<file path="src/rtl/sys_defs.sv">
// Shared definitions for the dispatch/flush controller slice.
// Holds the structure sizes, derived counter widths and the recovery FSM encoding.
package sys_defs;

   localparam int unsigned ROB_SIZE      = 32;
   localparam int unsigned RS_SIZE       = 16;
   localparam int unsigned FL_SIZE       = 32;
   localparam int unsigned IQ_SIZE       = 10;
   localparam int unsigned REFILL_CYCLES = 2;

   localparam int unsigned ROB_CW = $clog2(ROB_SIZE) + 1;
   localparam int unsigned RS_CW  = $clog2(RS_SIZE) + 1;
   localparam int unsigned FL_CW  = $clog2(FL_SIZE) + 1;
   localparam int unsigned IQ_CW  = $clog2(IQ_SIZE) + 1;
   localparam int unsigned RF_CW  = $clog2(REFILL_CYCLES) + 1;

   // Encoding 2'd3 is unused; the FSM falls back to RUN if it ever appears.
   typedef enum logic [1:0] {
      RUN    = 2'd0,
      FLUSH  = 2'd1,
      REFILL = 2'd2
   } IQ_CTRL_STATE;

endpackage

</file>
<file path="src/rtl/credit_counter.sv">
// Saturating up/down credit counter with a parallel load and a sticky error flag.
// Ports:
//   clock, reset      - clock, asynchronous active-high reset (count resets to MAX)
//   inc, dec          - free / consume one credit; both together cancel out
//   load, load_val    - overwrite the count (wins over inc/dec)
//   count             - current credit count
//   err               - sticky: set on increment at MAX or decrement at 0
module credit_counter #(
   parameter int unsigned MAX   = 32,
   parameter int unsigned WIDTH = $clog2(MAX) + 1
) (
   input  logic             clock,
   input  logic             reset,
   input  logic             inc,
   input  logic             dec,
   input  logic             load,
   input  logic [WIDTH-1:0] load_val,
   output logic [WIDTH-1:0] count,
   output logic             err
);

   logic [WIDTH-1:0] count_q, count_d;
   logic             err_q, err_d;

   always_comb begin
      count_d = count_q;
      err_d   = err_q;
      if (load) begin
         count_d = load_val;
      end else if (inc && !dec) begin
         if (count_q == WIDTH'(MAX)) err_d = 1'b1;
         else                        count_d = count_q + 1'b1;
      end else if (dec && !inc) begin
         if (count_q == '0) err_d = 1'b1;
         else               count_d = count_q - 1'b1;
      end
   end

   always_ff @(posedge clock or posedge reset) begin
      if (reset) begin
         count_q <= WIDTH'(MAX);
         err_q   <= 1'b0;
      end else begin
         count_q <= count_d;
         err_q   <= err_d;
      end
   end

   assign count = count_q;
   assign err   = err_q;

endmodule

</file>
<file path="src/rtl/iq_dispatch_ctrl.sv">
// Instruction-queue dispatch/flush controller.
// Gates dispatch on ROB/RS/free-list credits, stalls fetch before the IQ overruns, and
// sequences mispredict recovery: RUN -> FLUSH (1 cycle) -> REFILL (REFILL_CYCLES) -> RUN.
// Ports:
//   clock, reset                 - clock, asynchronous active-high reset
//   fetch_valid, iq_count        - fetch handshake and current IQ occupancy
//   head_has_dest                - head instruction needs a physical register
//   rob_retire, rs_issue,
//   fl_release                   - one-credit release pulses
//   branch_incorrect,
//   fl_restore_cnt               - mispredict and free-list count after map restore
//   dispatch_no_hazard, iq_flush,
//   fetch_stall                  - control outputs
//   ctrl_state, rob_cred, rs_cred,
//   fl_cred, credit_err          - debug visibility and sticky credit error
module iq_dispatch_ctrl
   import sys_defs::*;
(
   input  logic              clock,
   input  logic              reset,
   input  logic              fetch_valid,
   input  logic [IQ_CW-1:0]  iq_count,
   input  logic              head_has_dest,
   input  logic              rob_retire,
   input  logic              rs_issue,
   input  logic              fl_release,
   input  logic              branch_incorrect,
   input  logic [FL_CW-1:0]  fl_restore_cnt,
   output logic              dispatch_no_hazard,
   output logic              iq_flush,
   output logic              fetch_stall,
   output logic [1:0]        ctrl_state,
   output logic [ROB_CW-1:0] rob_cred,
   output logic [RS_CW-1:0]  rs_cred,
   output logic [FL_CW-1:0]  fl_cred,
   output logic              credit_err
);

   IQ_CTRL_STATE     state_q, state_d;
   logic [RF_CW-1:0] refill_q, refill_d;
   logic             rob_err, rs_err, fl_err;

   // Recovery FSM; a mispredict restarts recovery from any state.
   always_comb begin
      state_d  = state_q;
      refill_d = refill_q;
      if (branch_incorrect) begin
         state_d = FLUSH;
      end else begin
         case (state_q)
            RUN:    state_d = RUN;
            FLUSH: begin
               state_d  = REFILL;
               refill_d = RF_CW'(REFILL_CYCLES - 1);
            end
            REFILL: begin
               if (refill_q == '0) state_d = RUN;
               else                refill_d = refill_q - 1'b1;
            end
            default: state_d = RUN;
         endcase
      end
   end

   always_ff @(posedge clock or posedge reset) begin
      if (reset) begin
         state_q  <= RUN;
         refill_q <= '0;
      end else begin
         state_q  <= state_d;
         refill_q <= refill_d;
      end
   end

   // fetch_valid covers the empty-queue bypass. Reset gating keeps outputs quiet while
   // the state register sits in RUN during reset.
   assign dispatch_no_hazard = !reset && (state_q == RUN) &&
                               ((iq_count != '0) || fetch_valid) &&
                               (rob_cred != '0) && (rs_cred != '0) &&
                               (!head_has_dest || (fl_cred != '0)) &&
                               !branch_incorrect;

   assign iq_flush    = (state_q == FLUSH);
   assign fetch_stall = !reset && ((state_q == FLUSH) ||
                        ((iq_count >= IQ_CW'(IQ_SIZE - 1)) && !dispatch_no_hazard));
   assign ctrl_state  = state_q;

   credit_counter #(.MAX(ROB_SIZE), .WIDTH(ROB_CW)) u_rob_cred (
      .clock    (clock),
      .reset    (reset),
      .inc      (rob_retire),
      .dec      (dispatch_no_hazard),
      .load     (branch_incorrect),
      .load_val (ROB_CW'(ROB_SIZE)),
      .count    (rob_cred),
      .err      (rob_err)
   );

   credit_counter #(.MAX(RS_SIZE), .WIDTH(RS_CW)) u_rs_cred (
      .clock    (clock),
      .reset    (reset),
      .inc      (rs_issue),
      .dec      (dispatch_no_hazard),
      .load     (branch_incorrect),
      .load_val (RS_CW'(RS_SIZE)),
      .count    (rs_cred),
      .err      (rs_err)
   );

   credit_counter #(.MAX(FL_SIZE), .WIDTH(FL_CW)) u_fl_cred (
      .clock    (clock),
      .reset    (reset),
      .inc      (fl_release),
      .dec      (dispatch_no_hazard && head_has_dest),
      .load     (branch_incorrect),
      .load_val (fl_restore_cnt),
      .count    (fl_cred),
      .err      (fl_err)
   );

   assign credit_err = rob_err | rs_err | fl_err;

endmodule

</file>
<file path="config.mk">
export PLATFORM = sky130hd
export DESIGN_NAME = iq_dispatch_ctrl
export DESIGN_NICKNAME = d
export VERILOG_FILES = /design/src/rtl/sys_defs.sv /design/src/rtl/credit_counter.sv /design/src/rtl/iq_dispatch_ctrl.sv
export SDC_FILE = /design/constraint.sdc
export NUM_CORES = 1
export LEC_CHECK = 0
export BUFFER_PORTS_ARGS = -buffer_cell sky130_fd_sc_hd__buf_2
export CAP_MARGIN = 30
export CELL_PAD_IN_SITES_DETAIL_PLACEMENT = 0
export CELL_PAD_IN_SITES_GLOBAL_PLACEMENT = 1
export CORE_ASPECT_RATIO = 0.75
export CORE_UTILIZATION = 39
export CTS_BUF_LIST = sky130_fd_sc_hd__clkbuf_8
export DETAILED_ROUTE_END_ITERATION = 12
export PLACE_DENSITY_LB_ADDON = 0.1
export SYNTH_ARGS = -nofsm -noshare
export SYNTH_HDL_FRONTEND = slang
export SYNTH_SLANG_ARGS = --single-unit
</file>
<file path="constraint.sdc">
create_clock -name clock -period 3.6 [get_ports clock]
set_clock_uncertainty 0.2 [all_clocks]
set_input_delay 0.36 -clock clock [delete_from_list [all_inputs] [get_ports clock]]
set_output_delay 0.36 -clock clock [all_outputs]
set_load 0.01 [all_outputs]
</file>
# Word-level counts from Yosys, hierarchy flattened
# Index checks and enable logic that the tools add are counted.
# Widths: inputs -> output; s select.
[word_totals] elab_cells=119 output_inout_bits=23 in_bits=19 reg_bits=24
[op_classes] add_sub_neg=7 eq_ne=16 magnitude_cmp=1 n_reduce_logical=52 bitwise=3 muxes=32
[op_table] op="$mux 6" n=10
[op_table] op="$mux 5" n=5
[op_table] op="$logic_and 1x1->1" n=15
[op_table] op="$reduce_bool 2->1" n=7
[op_table] op="$add 6x1->6 const B" n=2
[op_table] op="$eq 6x6->1 const B" n=2
[op_table] op="$logic_not 6->1" n=2
[op_table] op="$mux 1" n=12
[op_table] op="$ne 3x3->1 const B" n=4
[op_table] op="$reduce_and 3->1" n=4
[op_table] op="$reduce_and 4->1" n=3
[op_table] op="$reduce_bool 6->1" n=2
[op_table] op="$sub 6x1->6 const B" n=2
[op_table] op="$reduce_bool 5->1" n=2
[op_table] op="$ne 3x2->1 const B" n=3
[op_table] op="$reduce_bool 3->1" n=3
[op_table] op="$logic_not 1->1" n=8
[op_table] op="$ne 2x2->1 const B" n=4
[op_table] op="$pmux 2 s2" n=2
[op_table] op="$mux 2" n=3
[op_table] op="$add 5x1->5 const B" n=1
[op_table] op="$eq 5x5->1 const B" n=1
[op_table] op="$ge 5x4->1 const B" n=1
[op_table] op="$logic_not 5->1" n=1
[op_table] op="other kinds (8)" n=12

# Logic depth before layout (Yosys ltp)
# Gate-level depths: netlist (run 1).
[logic_depth] ltp_word=12 mapped_depth=14 ltp_nobuf=13

# Hierarchy
# A second synthesis (run 1) with hierarchy kept.
[unflattened] hier_cells=275 area_unflattened_um2=2347.3
[by_module_without_submodules] module="credit_counter at u_fl_cred" area_per_inst_um2=679.4 n_inst=1 cells_per_inst=78 seq_area_each_um2=176.4
[by_module_without_submodules] module="credit_counter at u_rob_cred" area_per_inst_um2=666.9 n_inst=1 cells_per_inst=79 seq_area_each_um2=176.4
[by_module_without_submodules] module="credit_counter at u_rs_cred" area_per_inst_um2=630.6 n_inst=1 cells_per_inst=74 seq_area_each_um2=151.4
[by_module_without_submodules] module="iq_dispatch_ctrl" area_per_inst_um2=370.4 n_inst=1 cells_per_inst=44 seq_area_each_um2=100.1

# Least setup slack after synthesis (run 1)
# No wires, ideal clock.
[synth_timing] path_kind="flip-flop to flip-flop" start="register state_q[0], in the netlist ctrl_state[0]" end="register u_fl_cred.count_q[5], in the netlist u_fl_cred.count[5]" required_time_ns=3.334 synth_period_minus_slack_ns=3.383 path_stages_with_launch=12 setup_ns=0.066 t_arrival_ns=3.117 path_buffers=0 slack_ns=0.217 path_cell_list="dfrtp_1 inv_1 ha_1 nor3b_2 o31ai_4 o31ai_1 ha_1 a211oi_1 o21bai_1 a2111oi_0 mux2i_1 nand4_1"
[synth_via] elab_chain_len=12 word_cells_on_any_way=17 classes_between="eq/ne (2); mux (2); reduce/logical (13)"
[synth_rtl] item="start: declaration" line_no="iq_dispatch_ctrl.sv:39" text="IQ_CTRL_STATE state_q, state_d;"
[synth_rtl] item="start signal: assignment" line_no="iq_dispatch_ctrl.sv:70" text="state_q <= state_d;"
[synth_rtl] item="$logic_not 2->1 *" line_no="iq_dispatch_ctrl.sv:77" text="assign dispatch_no_hazard = !reset && (state_q == RUN) &&"
[synth_rtl] item="$logic_and 1x1->1 * (2 in a row)" line_no="iq_dispatch_ctrl.sv:77"
[synth_rtl] item="$logic_and 1x1->1 *" line_no="iq_dispatch_ctrl.sv:78" text="((iq_count != '0) || fetch_valid) &&"
[synth_rtl] item="$logic_and 1x1->1 * (2 in a row)" line_no="iq_dispatch_ctrl.sv:79" text="(rob_cred != '0) && (rs_cred != '0) &&"
[synth_rtl] item="$logic_and 1x1->1 *" line_no="iq_dispatch_ctrl.sv:80" text="(!head_has_dest || (fl_cred != '0)) &&"
[synth_rtl] item="$logic_and 1x1->1 *" line_no="iq_dispatch_ctrl.sv:114" text=".dec (dispatch_no_hazard && head_has_dest),"
[synth_rtl] item="$logic_not 1->1" line_no="credit_counter.sv:30" text="end else if (inc && !dec) begin"
[synth_rtl] item="$logic_and 1x1->1" line_no="credit_counter.sv:30"
[synth_rtl] item="$ne 3x3->1 (no source line), or another cell as far along"
[synth_rtl] item="$reduce_and 3->1 (no source line) / $mux 6 (equally long branches)"
[synth_rtl] item="end signal: assignment" line_no="credit_counter.sv:41" text="count_q <= WIDTH'(MAX);"
[synth_rtl] item="end signal: assignment" line_no="credit_counter.sv:44" text="count_q <= count_d;"
[synth_rtl] item="end: declaration" line_no="credit_counter.sv:22" text="logic [WIDTH-1:0] count_q, count_d;"
# Mark *: on every way between the ends. The rest lies on a longest branch, timed or not.
# A chain may end at the register's enable or synchronous reset.

# Worst setup path in the final report (run 1)
[layout_timing] start="input port reset" end="register u_fl_cred.count_q[5], in the netlist u_fl_cred.count[5]"
[layout_via] elab_chain_len=12 word_cells_on_any_way=17 classes_between="eq/ne (2); mux (2); reduce/logical (13)"
[layout_rtl] item="start: declaration" line_no="iq_dispatch_ctrl.sv:20" text="input logic reset,"
[layout_rtl] item="$logic_not 1->1 (no source line) *"
[layout_rtl] item="$logic_and 1x1->1 * (2 in a row)" line_no="iq_dispatch_ctrl.sv:77"
[layout_rtl] item="$logic_and 1x1->1 *" line_no="iq_dispatch_ctrl.sv:78"
[layout_rtl] item="$logic_and 1x1->1 * (2 in a row)" line_no="iq_dispatch_ctrl.sv:79"
[layout_rtl] item="$logic_and 1x1->1 *" line_no="iq_dispatch_ctrl.sv:80"
[layout_rtl] item="$logic_and 1x1->1 *" line_no="iq_dispatch_ctrl.sv:114"
[layout_rtl] item="$logic_not 1->1" line_no="credit_counter.sv:30"
[layout_rtl] item="$logic_and 1x1->1" line_no="credit_counter.sv:30"
[layout_rtl] item="$ne 3x3->1 (no source line), or another cell as far along"
[layout_rtl] item="$reduce_and 3->1 (no source line) / $mux 6 (equally long branches)"
# Marked as above.

==> out/metrics.csv, run 1 <==
metric,value,unit
status,"complete, no violations",
Lkg Pwr,1.20,nW
asr flop ratio synth,1.00,
core box area,0.00495,mm²
CTS tree,yes,
Rows,22,
die outline area,0.00554,mm²
post-synthesis sequential area ratio,0.296,
post-synth net total,262,
RePlAce Congestion,0.731,
worst hold-check path type,input port to register,
# DRC,0,
CP Data Arrival Time,3.35,ns
cell taking the most area after synthesis,dfrtp_1,
vias in the first global route,1709,
placed inst area,0.00236,mm²
yosys warns,0,
crit-path cells,dlygate4sd3_1 -> buf_2 -> nor3b_4 -> o31ai_4 -> o31ai_1 -> buf_4 -> ha_1 -> a211oi_2 -> o21bai_1 -> a2111oi_0 -> mux2i_1 -> nand4_1,
Worst Path Buf+Inv,3,
ant diodes,0,
initial antenna violation count,0,
finished layout cell area,0.00244,mm²
initial core utilization,0.413,
Total GRT Usage,0.192,
r2r setup slk,0.30,ns
most common flop cell mapped by yosys,dfrtp_1,
antenna-violating nets left,0,
Syn Std Cell Area,0.00204,mm²
Boundary Pins,42,
hold path start,fl_restore_cnt[1],
Tcrit/Tclk final,0.928,
Worst path max stage delay,0.53,ns
DRT Pass-1 Iters,4,
"EDFF count, synth",0,
layout cells sized above 1,0.262,
hold depth,3,
Area Growth Syn to Fin,19.5,%
Worst Hold Endpoint,u_fl_cred.count[1],
WS Path Type,input port to register,
first-pass GRT wire length,8.40,mm
Post-CTS Setup Inserts,0,
H-tree Lvls,1,
synth cell count leaders,"nand2_1, dfrtp_1, inv_1",
Power Dens Cells,564,mW/mm²
Peak VDD IR,213,µV
WP data required,3.61,ns
Critical Path Fanout Max,6,
post-synthesis instance total,225,
share of the synthesized area in the top cell type,0.257,
Worst-Margin Slew,0.675,ns
synthesized flop and latch total,24,
gr ovfl total,0,
NumNets Final,309,
CTS Buffer Depth,2,
Die X,85.6,µm
crit path max-delay cell type,dlygate4sd3_1,
Final Hold Viols,0,
Slew Limit Fails,0,
TritonCTS Buffers,3,
crit path launch,reset,
Synth cell types,57,
Total Power,1.38,mW
largest net degree at the start of global routing,32,
Die Ht,64.7,µm
routed via count,1830,
minimum clock period,3.34,ns
maxcap violations,0,
Port Buffers,41,
crit start category,input port,
worst r2r dst,u_rob_cred.count[5],
clock latency at the later pin of the worst-skew pair,0.27,ns
"CTS clk-pin slew, worst paths",0.09,ns
Fin Setup TNS,0,ns
Routed wire per std cell,14.7,µm
crit end category,register,
Total Routed Length,4.88,mm
Area contributors post-synth,"dfrtp_1, ha_1, nand2_1",
Slew headroom,0.550,
# clock sinks,24,
Via-to-Cell Ratio,5.53,
CP top delay family,compound AO/OA/AOI/OAI gates,
reg2reg start,u_rob_cred.count[0],
top-count cell post-synth,nand2_1,
initial DRC count,109,
unrepaired setup endpoints after global routing,no,
"Avg Cell Area, Syn",9.09,µm²
R2R cell count,10,
HPWL after detailed placement,3.65,mm
CTS Root Cell,clkbuf_8,
FMAX,299,MHz
# setup viols final,0,
how the worst max path moves through the flow:
stage	to	slack, ns	cells after the start
6_report	u_fl_cred.count[5]	0.26	12
5_1_grt	u_fl_cred.count[5]	0.04	12
4_1_cts	u_fl_cred.count[5]	0.09	12
3_5_place_dp	u_rob_cred.count[5]	0.19	10
3_3_place_gp	u_rob_cred.count[5]	0.26	11
2_1_floorplan	u_fl_cred.count[5]	0.22	11
cell usage in the layout, fill, tap and decap left out, types with 2 or more instances in the layout:
master / netlist / routed
buf_2: 0 / 41
nand2_1: 31 / 30
dfrtp_1: 21 / 21
inv_1: 17 / 17
ha_1: 15 / 15
nor2_1: 12 / 12
mux2i_1: 10 / 10
nor3_1: 8 / 8
buf_4: 0 / 7
o21ai_0: 6 / 6
a21oi_1: 7 / 6
a21o_1: 5 / 5
nor2b_1: 5 / 5
o31ai_1: 4 / 4
nand4_1: 4 / 4
nand3_1: 4 / 4
xnor2_1: 4 / 4
clkbuf_8: 0 / 4
nor4_1: 3 / 3
or3_1: 3 / 3
a2111oi_0: 3 / 3
o31a_1: 3 / 3
o2111ai_1: 3 / 3
a31oi_1: 3 / 3
o211ai_1: 3 / 3
mux2_1: 3 / 3
fa_1: 3 / 3
dfstp_2: 3 / 3
or4_4: 2 / 2
o31ai_4: 2 / 2
o311ai_0: 2 / 2
o211a_1: 2 / 2
mux2_4: 2 / 2
worst reg2reg max path: cells and delay by family, from the launching register on:
family / cells / cell delay [ns]
compound gates: 4 / 0.99
fa+ha+maj: 1 / 0.35
flops: 1 / 0.43
simple gates: 5 / 1.25
cells by family after synthesis:
family	after synthesis	share of synthesized area
mux	15	0.0802
buf+inv	25	0.0532
xor+xnor	5	0.0214
fa+ha+maj	18	0.121
simple gates	83	0.212
compound gates	55	0.216
flops	24	0.296
routing by layer:
| layer | GRT usage | share of wire | vias to the layer above |
|---|---|---|---|
| li1 | - | - | 931 |
| met1 | 0.296 | 0.56 | 852 |
| met2 | 0.285 | 0.41 | 45 |
| met3 | 0.0344 | 0.029 | 2 |
| met4 | 0.0250 | 0.0033 | 0 |
| met5 | 0 | 0 | - |
power breakdown:
part           switching, mW  total [mW]  internal (mW)
Clock                 0.0937       0.192         0.0978
Sequential            0.0937       0.435          0.342
Combinational          0.390       0.750          0.360
Total                  0.578        1.38          0.799
final cells by class:
type | instances | area, µm²
inverter | 17 | 63.8
clock buffer | 4 | 55.1
tap | 60 | 75.1
timing repair buffer | 50 | 295
fill | 505 | 2510
multi-input combinational | 176 | 1350
sequential | 24 | 604
sequential cells by signal, summed over array words and instances, names as in the netlist:
signal            flops
u_rs_cred.count       5
u_fl_cred.err         1
refill_q              2
u_rs_cred.err         1
u_rob_cred.count      6
u_rob_cred.err        1
u_fl_cred.count       6
ctrl_state            2
what timing repair did:
action / CTS / global route
hold buffers: 1 / 0
setup endpoints to repair: 0 / 2
hold endpoints to repair: 7 / 0
gates resized for setup: 0 / 4
stage by stage:
| stage | util | std cells | hold WS (ns) | worst slack [ns] |
|---|---|---|---|---|
| finish | 0.493 | 331 | 0.0994 | 0.260 |
| global route | 0.493 | 331 | 0.113 | 0.0384 |
| CTS | 0.489 | 331 | 0.0985 | 0.0921 |
| detailed placement | 0.476 | 326 | 0.246 | 0.185 |
| global placement | 0.471 | 325 | 0.237 | 0.258 |
| floorplan | - | 225 | 0.172 | 0.217 |
Note: power is estimated with default switching activity, not from simulation.
==> run 2, diff against run 1 <==
RECOVER_POWER = 25   (was default)
==> run 2 against run 1 <==
Compared with the run above:
- global-route usage is the same
- first-iteration DRC count shrank 13%
- sequential cell count is the same
- core utilization shrank 0.56 points
- critical path depth is the same
- count of clock-buffer cells in the layout is the same
- wire length shrank 0.25%
- combinational power shrank 0.7%
- register-to-register slack is essentially flat
==> out/metrics.csv, run 2 (synthesis gave the netlist of run 1 again) <==
metric,value,unit,change
crit path max-delay cell type,dlygate4sd3_1,,
# setup viols final,0,,unchanged
fin cells,331,,unchanged
FILL cells,508,,+0.59%
H-tree Lvls,1,,unchanged
# DRC,0,,unchanged
gr ovfl total,0,,unchanged
Critical Path Fanout Max,6,,unchanged
HPWL after detailed placement,3.65,mm,unchanged
Worst Path Buf+Inv,3,,unchanged
WP data required,3.61,ns,about the same
CTS Buffer Depth,2,,unchanged
Boundary Pins,42,,unchanged
crit start category,input port,,
P_int,795,µW,-0.54%
RePlAce Congestion,0.731,,unchanged
Seq pwr share,0.317,,about the same
crit-path cells,dlygate4sd3_1 -> buf_2 -> nor3b_4 -> o31ai_4 -> o31ai_1 -> buf_4 -> ha_1 -> a211oi_2 -> o21bai_1 -> a2111oi_0 -> mux2i_1 -> nand4_1,,
unrepaired setup endpoints after global routing,no,,
"CTS clk-pin slew, worst paths",0.09,ns,about the same
Peak VDD IR,213,µV,about the same
Lkg Pwr,1.18,nW,-1.8%
vias in the first global route,1709,,unchanged
minimum clock period,3.34,ns,+0.000305 ns
initial core utilization,0.413,,unchanged
Worst-Margin Slew,0.975,ns,+0.300 ns
# clock sinks,24,,unchanged
area of the multi-input gates,0.00135,mm²,unchanged
Setup WS pre-CTS,0.185,ns,unchanged
Slew Limit Fails,0,,unchanged
clock latency at the later pin of the worst-skew pair,0.27,ns,about the same
Rows,22,,unchanged
Area Growth Syn to Fin,18.1,%,
initial antenna violation count,0,,unchanged
TritonCTS Buffers,3,,unchanged
Clk pwr share,0.140,,about the same
WS Path Type,input port to register,,
Psw,577,µW,about the same
Slew headroom,0.350,,-0.200
antenna-violating nets left,0,,unchanged
Total Power,1.37,mW,-0.33%
Total Routed Length,4.87,mm,-0.25%
hold_ws,0.0990,ns,-0.000361 ns
CTS Root Cell,clkbuf_8,,
CP Data Arrival Time,3.35,ns,about the same
layout cells sized above 1,0.247,,-0.0148
Die X,85.6,µm,unchanged
first-pass GRT wire length,8.40,mm,unchanged
die outline area,0.00554,mm²,unchanged
Tcrit/Tclk final,0.928,,about the same
Switching Share,0.421,,+0.00120
CP top delay family,compound AO/OA/AOI/OAI gates,,
ant diodes,0,,unchanged
CTS tree,yes,,
crit end category,register,,
Post-CTS Setup Inserts,0,,unchanged
Combinational Power Share,0.543,,-0.002
placed insts,326,,unchanged
most frequent cells in the layout,"buf_2, nand2_1, dfrtp_1, inv_1, ha_1",,
NumNets Final,309,,unchanged
Setup WS post-layout,0.259,ns,-0.000305 ns
"most common cell after layout, fill and taps aside",buf_2,,
maxcap violations,0,,unchanged
largest net degree at the start of global routing,32,,unchanged
DRT Pass-1 Iters,4,,unchanged
Die Ht,64.7,µm,unchanged
Port Buffers,41,,unchanged
worst hold-check path type,input port to register,,
FMAX,299,MHz,about the same
Total GRT Usage,0.192,,unchanged
core box area,0.00495,mm²,unchanged
routed via count,1830,,unchanged
Fin Setup TNS,0,ns,unchanged
initial DRC count,95,,-13%
Routed wire per std cell,14.7,µm,-0.25%
Final Hold Viols,0,,unchanged
Via-to-Cell Ratio,5.53,,unchanged
Power Dens Cells,568,mW/mm²,+0.80%
Worst path max stage delay,0.53,ns,about the same
status,"complete, no violations",,
Reg area,604,µm²,unchanged
## run 2: cell types whose count changed in the layout (fill, tap and decap cells not counted), sizes merged
cell	previous run	this run
buf	49	45
clkbuf	4	8
## run 2: per-stage QoR
step           instance area, µm²   util
2_1_floorplan                2040      -
3_3_place_gp                 2330  0.471
3_5_place_dp                 2360  0.476
4_1_cts                      2420  0.489
5_1_grt                      2410  0.487
6_report                     2410  0.487
## run 2: path summary, 6_finish.rpt
check                      cells past startpoint                  end  slack [ns]                 from
setup / recovery                              12   u_fl_cred.count[5]        0.26                reset
hold / removal                                 3   u_fl_cred.count[1]         0.1    fl_restore_cnt[1]
setup reg to reg                              10  u_rob_cred.count[5]        0.30  u_rob_cred.count[0]
hold reg to reg                                2       u_rob_cred.err        0.26       u_rob_cred.err
max in group asynchronous                      4       u_rob_cred.err        1.52                reset
min in group asynchronous                      3  u_rob_cred.count[3]        0.46                reset
## run 2: worst reg2reg max path: cells and delay by family, from the launching register on
family / cells / cell delay (ns)
AO/OA/AOI/OAI: 4 / 0.99
flip-flops: 1 / 0.43
adder cells (fa/ha/maj): 1 / 0.35
AND/OR/NAND/NOR: 5 / 1.25
## run 2: final cells by class
cell class | instances | area share
Inverter | 17 | 0.0264
Multi-Input combinational cell | 176 | 0.559
Clock buffer | 4 | 0.0228
Tap cell | 60 | 0.0311
Timing Repair Buffer | 50 | 0.111
Sequential cell | 24 | 0.250
## run 2: what timing repair did
item	CTS	global route
setup endpoints to repair	0	2
gates resized for setup	0	4
hold buffers	1	0
endpoints found under the hold margin	7	0
## run 2: power by group through the flow
stage | clock network, mW | logic [mW] | registers, mW
floorplan | 0 | 0.518 | 0.451
global placement | 0 | 0.736 | 0.438
detailed placement | 0 | 0.738 | 0.440
CTS | 0.199 | 0.743 | 0.435
global route | 0.210 | 0.843 | 0.449
finish | 0.192 | 0.745 | 0.436
## run 2: layer usage
metal | up-vias | track usage | wire length [µm]
met2 | 44 | 0.285 | 1980
li1 | 930 | - | -
met5 | - | 0 | 0
met1 | 854 | 0.296 | 2730
met4 | 0 | 0.0250 | 16
met3 | 2 | 0.0344 | 140
==> run 3, diff against run 2 <==
ABC_AREA = 1   (was default)
CORE_UTILIZATION = 37   (was 39)
==> run 3 against run 2 <==
Compared with the run above:
- sequential cell count did not move
- first-iteration DRC count down 29%
- worst hold slack better by 0.082 ns
- final cell count up 6.9%
- combinational power down 3.2%
- global-route usage shrank 1.1 points
- count of clock-buffer cells in the layout is 1 lower
- via count decreased by 6.9%
- core utilization decreased by 3.5 points
- area after synthesis decreased by 7.6%
- critical path depth rose by 5
- synthesized cell count grew 11%
==> out/metrics.csv, run 3 <==
metric,value,unit,change
maxcap violations,0,,unchanged
Critical Path Fanout Max,10,,+4
Final Hold Viols,0,,unchanged
layout cells sized above 1,0.224,,-0.0227
Boundary Pins,42,,unchanged
initial DRC count,67,,-29%
H-tree Lvls,1,,unchanged
P_int,737,µW,-7.3%
worst hold-check path type,input port to register,,
unrepaired setup endpoints after global routing,no,,
most frequent cells in the layout,"nand2_1, buf_2, inv_1, nand3_1, dfrtp_1",,
placed insts,349,,+7.1%
TritonCTS Buffers,3,,unchanged
yosys warns,0,,unchanged
initial core utilization,0.385,,-0.0273
Port Buffers,41,,unchanged
Slew Limit Fails,0,,unchanged
antenna-violating nets left,0,,unchanged
Routed wire per std cell,12.1,µm,-18%
hold path start,fl_restore_cnt[4],,
Area Growth Syn to Fin,17.5,%,
# DRC,0,,unchanged
cell taking the most area after synthesis,dfrtp_1,,
Worst-Margin Slew,1.18,ns,+0.201 ns
most common flop cell mapped by yosys,dfrtp_1,,
share of the synthesized area in the top cell type,0.278,,+0.0213
core box area,0.00490,mm²,-1.1%
"CTS clk-pin slew, worst paths",0.10,ns,about the same
"EDFF count, synth",0,,unchanged
Lkg Pwr,1.17,nW,-0.69%
# setup viols final,0,,unchanged
crit end category,register,,
post-synthesis instance total,249,,+11%
fin cells,354,,+6.9%
CTS tree,yes,,
gr ovfl total,0,,unchanged
Rows,22,,unchanged
Syn Std Cell Area,0.00189,mm²,-7.6%
FMAX,351,MHz,+17%
DRT Pass-1 Iters,4,,unchanged
crit start category,register,,
synth cell count leaders,"nand2_1, inv_1, nand3_1",,
vias in the first global route,1639,,-4.1%
initial antenna violation count,0,,unchanged
Total Routed Length,4.29,mm,-12%
Total Power,1.34,mW,-2.5%
minimum clock period,2.85,ns,-0.493 ns
Via-to-Cell Ratio,4.81,,-13%
WP data required,3.62,ns,about the same
synthesized flop and latch total,24,,unchanged
Psw,601,µW,+4.1%
Resized cells post-CTS,0,,unchanged
post-synth net total,286,,+9.2%
routed via count,1703,,-6.9%
status,"complete, no violations",,
"Avg Cell Area, Syn",7.58,µm²,-17%
WS Path Type,register to register,,
die outline area,0.00540,mm²,-2.6%
Fin Setup TNS,0,ns,unchanged
NumNets Final,332,,+7.4%
CTS Root Cell,clkbuf_8,,
Die Ht,63.9,µm,-1.3%
Slew headroom,0.216,,-0.134
hold_ws,0.181,ns,+0.0818 ns
Synth cell types,37,,-35%
top-count cell post-synth,nand2_1,,
CTS Buffer Depth,2,,unchanged
Clk pwr share,0.127,,-0.013
Seq pwr share,0.334,,+0.017
# clock sinks,24,,unchanged
ant diodes,0,,unchanged
clock latency at the later pin of the worst-skew pair,0.27,ns,about the same
post-synthesis sequential area ratio,0.320,,+0.0245
largest net degree at the start of global routing,21,,-34%
crit path launch,u_rob_cred.count[5],,
first-pass GRT wire length,7.89,mm,-6.1%
Peak VDD IR,174,µV,-19%
HPWL after detailed placement,3.35,mm,-8.0%
Switching Share,0.449,,+0.0285
Tcrit/Tclk final,0.791,,-0.137
RePlAce Congestion,0.799,,+9.3%
Combinational Power Share,0.538,,-0.005
"most common cell after layout, fill and taps aside",nand2_1,,
CP Data Arrival Time,2.87,ns,-0.48 ns
asr flop ratio synth,1.00,,unchanged
Die X,84.5,µm,-1.3%
Power Dens Cells,603,mW/mm²,+6.1%
Total GRT Usage,0.182,,-0.0107
reg2reg start,u_rob_cred.count[5],,
Area contributors post-synth,"dfrtp_1, ha_1, nand2_1",,
[run 3: critical path, stage by stage, from the launching register on]
cell and delay [ns]:
dfstp_2 0.56, inv_1 0.06, nand2_1 0.09, nor2_1 0.08, nor2_1 0.24, nand4_2 0.19
nand2_2 0.22, ha_1 0.31, a21oi_1 0.16, nand2_1 0.08, nand2_1 0.07, nand2_1 0.05
a21oi_1 0.16, inv_1 0.06, nand3_1 0.08, nand3_1 0.07, nand2_1 0.06, nand2_1 0.04
[run 3: final timing paths]
path	endpoint	slack [ns]	cells past startpoint
min reg2reg	u_rs_cred.err	0.26	2
min	u_fl_cred.count[4]	0.18	5
max	u_fl_cred.count[5]	0.75	17
min in group asynchronous	u_fl_cred.count[4]	0.35	3
max in group asynchronous	u_rs_cred.count[2]	1.51	4
max reg2reg	u_fl_cred.count[5]	0.75	17
[run 3: power by group through the flow]
stage / logic [mW] / clock network, mW / registers, mW
5_1_grt: 0.850 / 0.186 / 0.467
4_1_cts: 0.730 / 0.176 / 0.450
2_1_floorplan: 0.499 / 0 / 0.475
3_3_place_gp: 0.726 / 0 / 0.457
3_5_place_dp: 0.725 / 0 / 0.455
6_report: 0.721 / 0.170 / 0.448
[run 3: layout make-up]
| class | instances | area (µm²) |
|---|---|---|
| Inverter | 39 | 149 |
| Timing Repair Buffer | 43 | 218 |
| Clock inverter | 1 | 3.75 |
| Fill cell | 525 | 2680 |
| Clock buffer | 3 | 41.3 |
| Sequential cell | 24 | 604 |
| Tap cell | 60 | 75.1 |
| Multi-Input combinational cell | 184 | 1130 |
[run 3: timing repair]
item / CTS / global route
buffers inserted: 0 / 0
endpoints found under the hold margin: 3 / 0
hold buffers: 1 / 0
[run 3: logic make-up (layout without fill, tap and decap cells)]
| group | after synthesis | in the layout | synth area share |
|---|---|---|---|
| buffers and inverters | 41 | 86 | 0.0828 |
| XOR/XNOR | 7 | 7 | 0.0325 |
| flip-flops | 24 | 24 | 0.320 |
| AO/OA/AOI/OAI | 41 | 41 | 0.125 |
| AND/OR/NAND/NOR | 118 | 118 | 0.308 |
| adder cells (fa/ha/maj) | 18 | 18 | 0.131 |
[run 3: per-stage QoR]
step / util / area [µm²] / worst slack, ns
floorplan: - / 1890 / 0.982
global placement: 0.441 / 2160 / 0.751
detailed placement: 0.447 / 2190 / 0.633
CTS: 0.458 / 2240 / 0.723
global route: 0.453 / 2220 / 0.420
finish: 0.453 / 2220 / 0.753
[run 3: routing by layer]
metal / routed length [µm] / global-route usage / share of wire / vias up
li1: - / - / - / 913
met1: 2460 / 0.288 / 0.57 / 749
met2: 1600 / 0.255 / 0.37 / 37
met3: 200 / 0.0362 / 0.047 / 4
met4: 26 / 0.0254 / 0.0061 / 0
met5: 0 / 0 / 0 / -
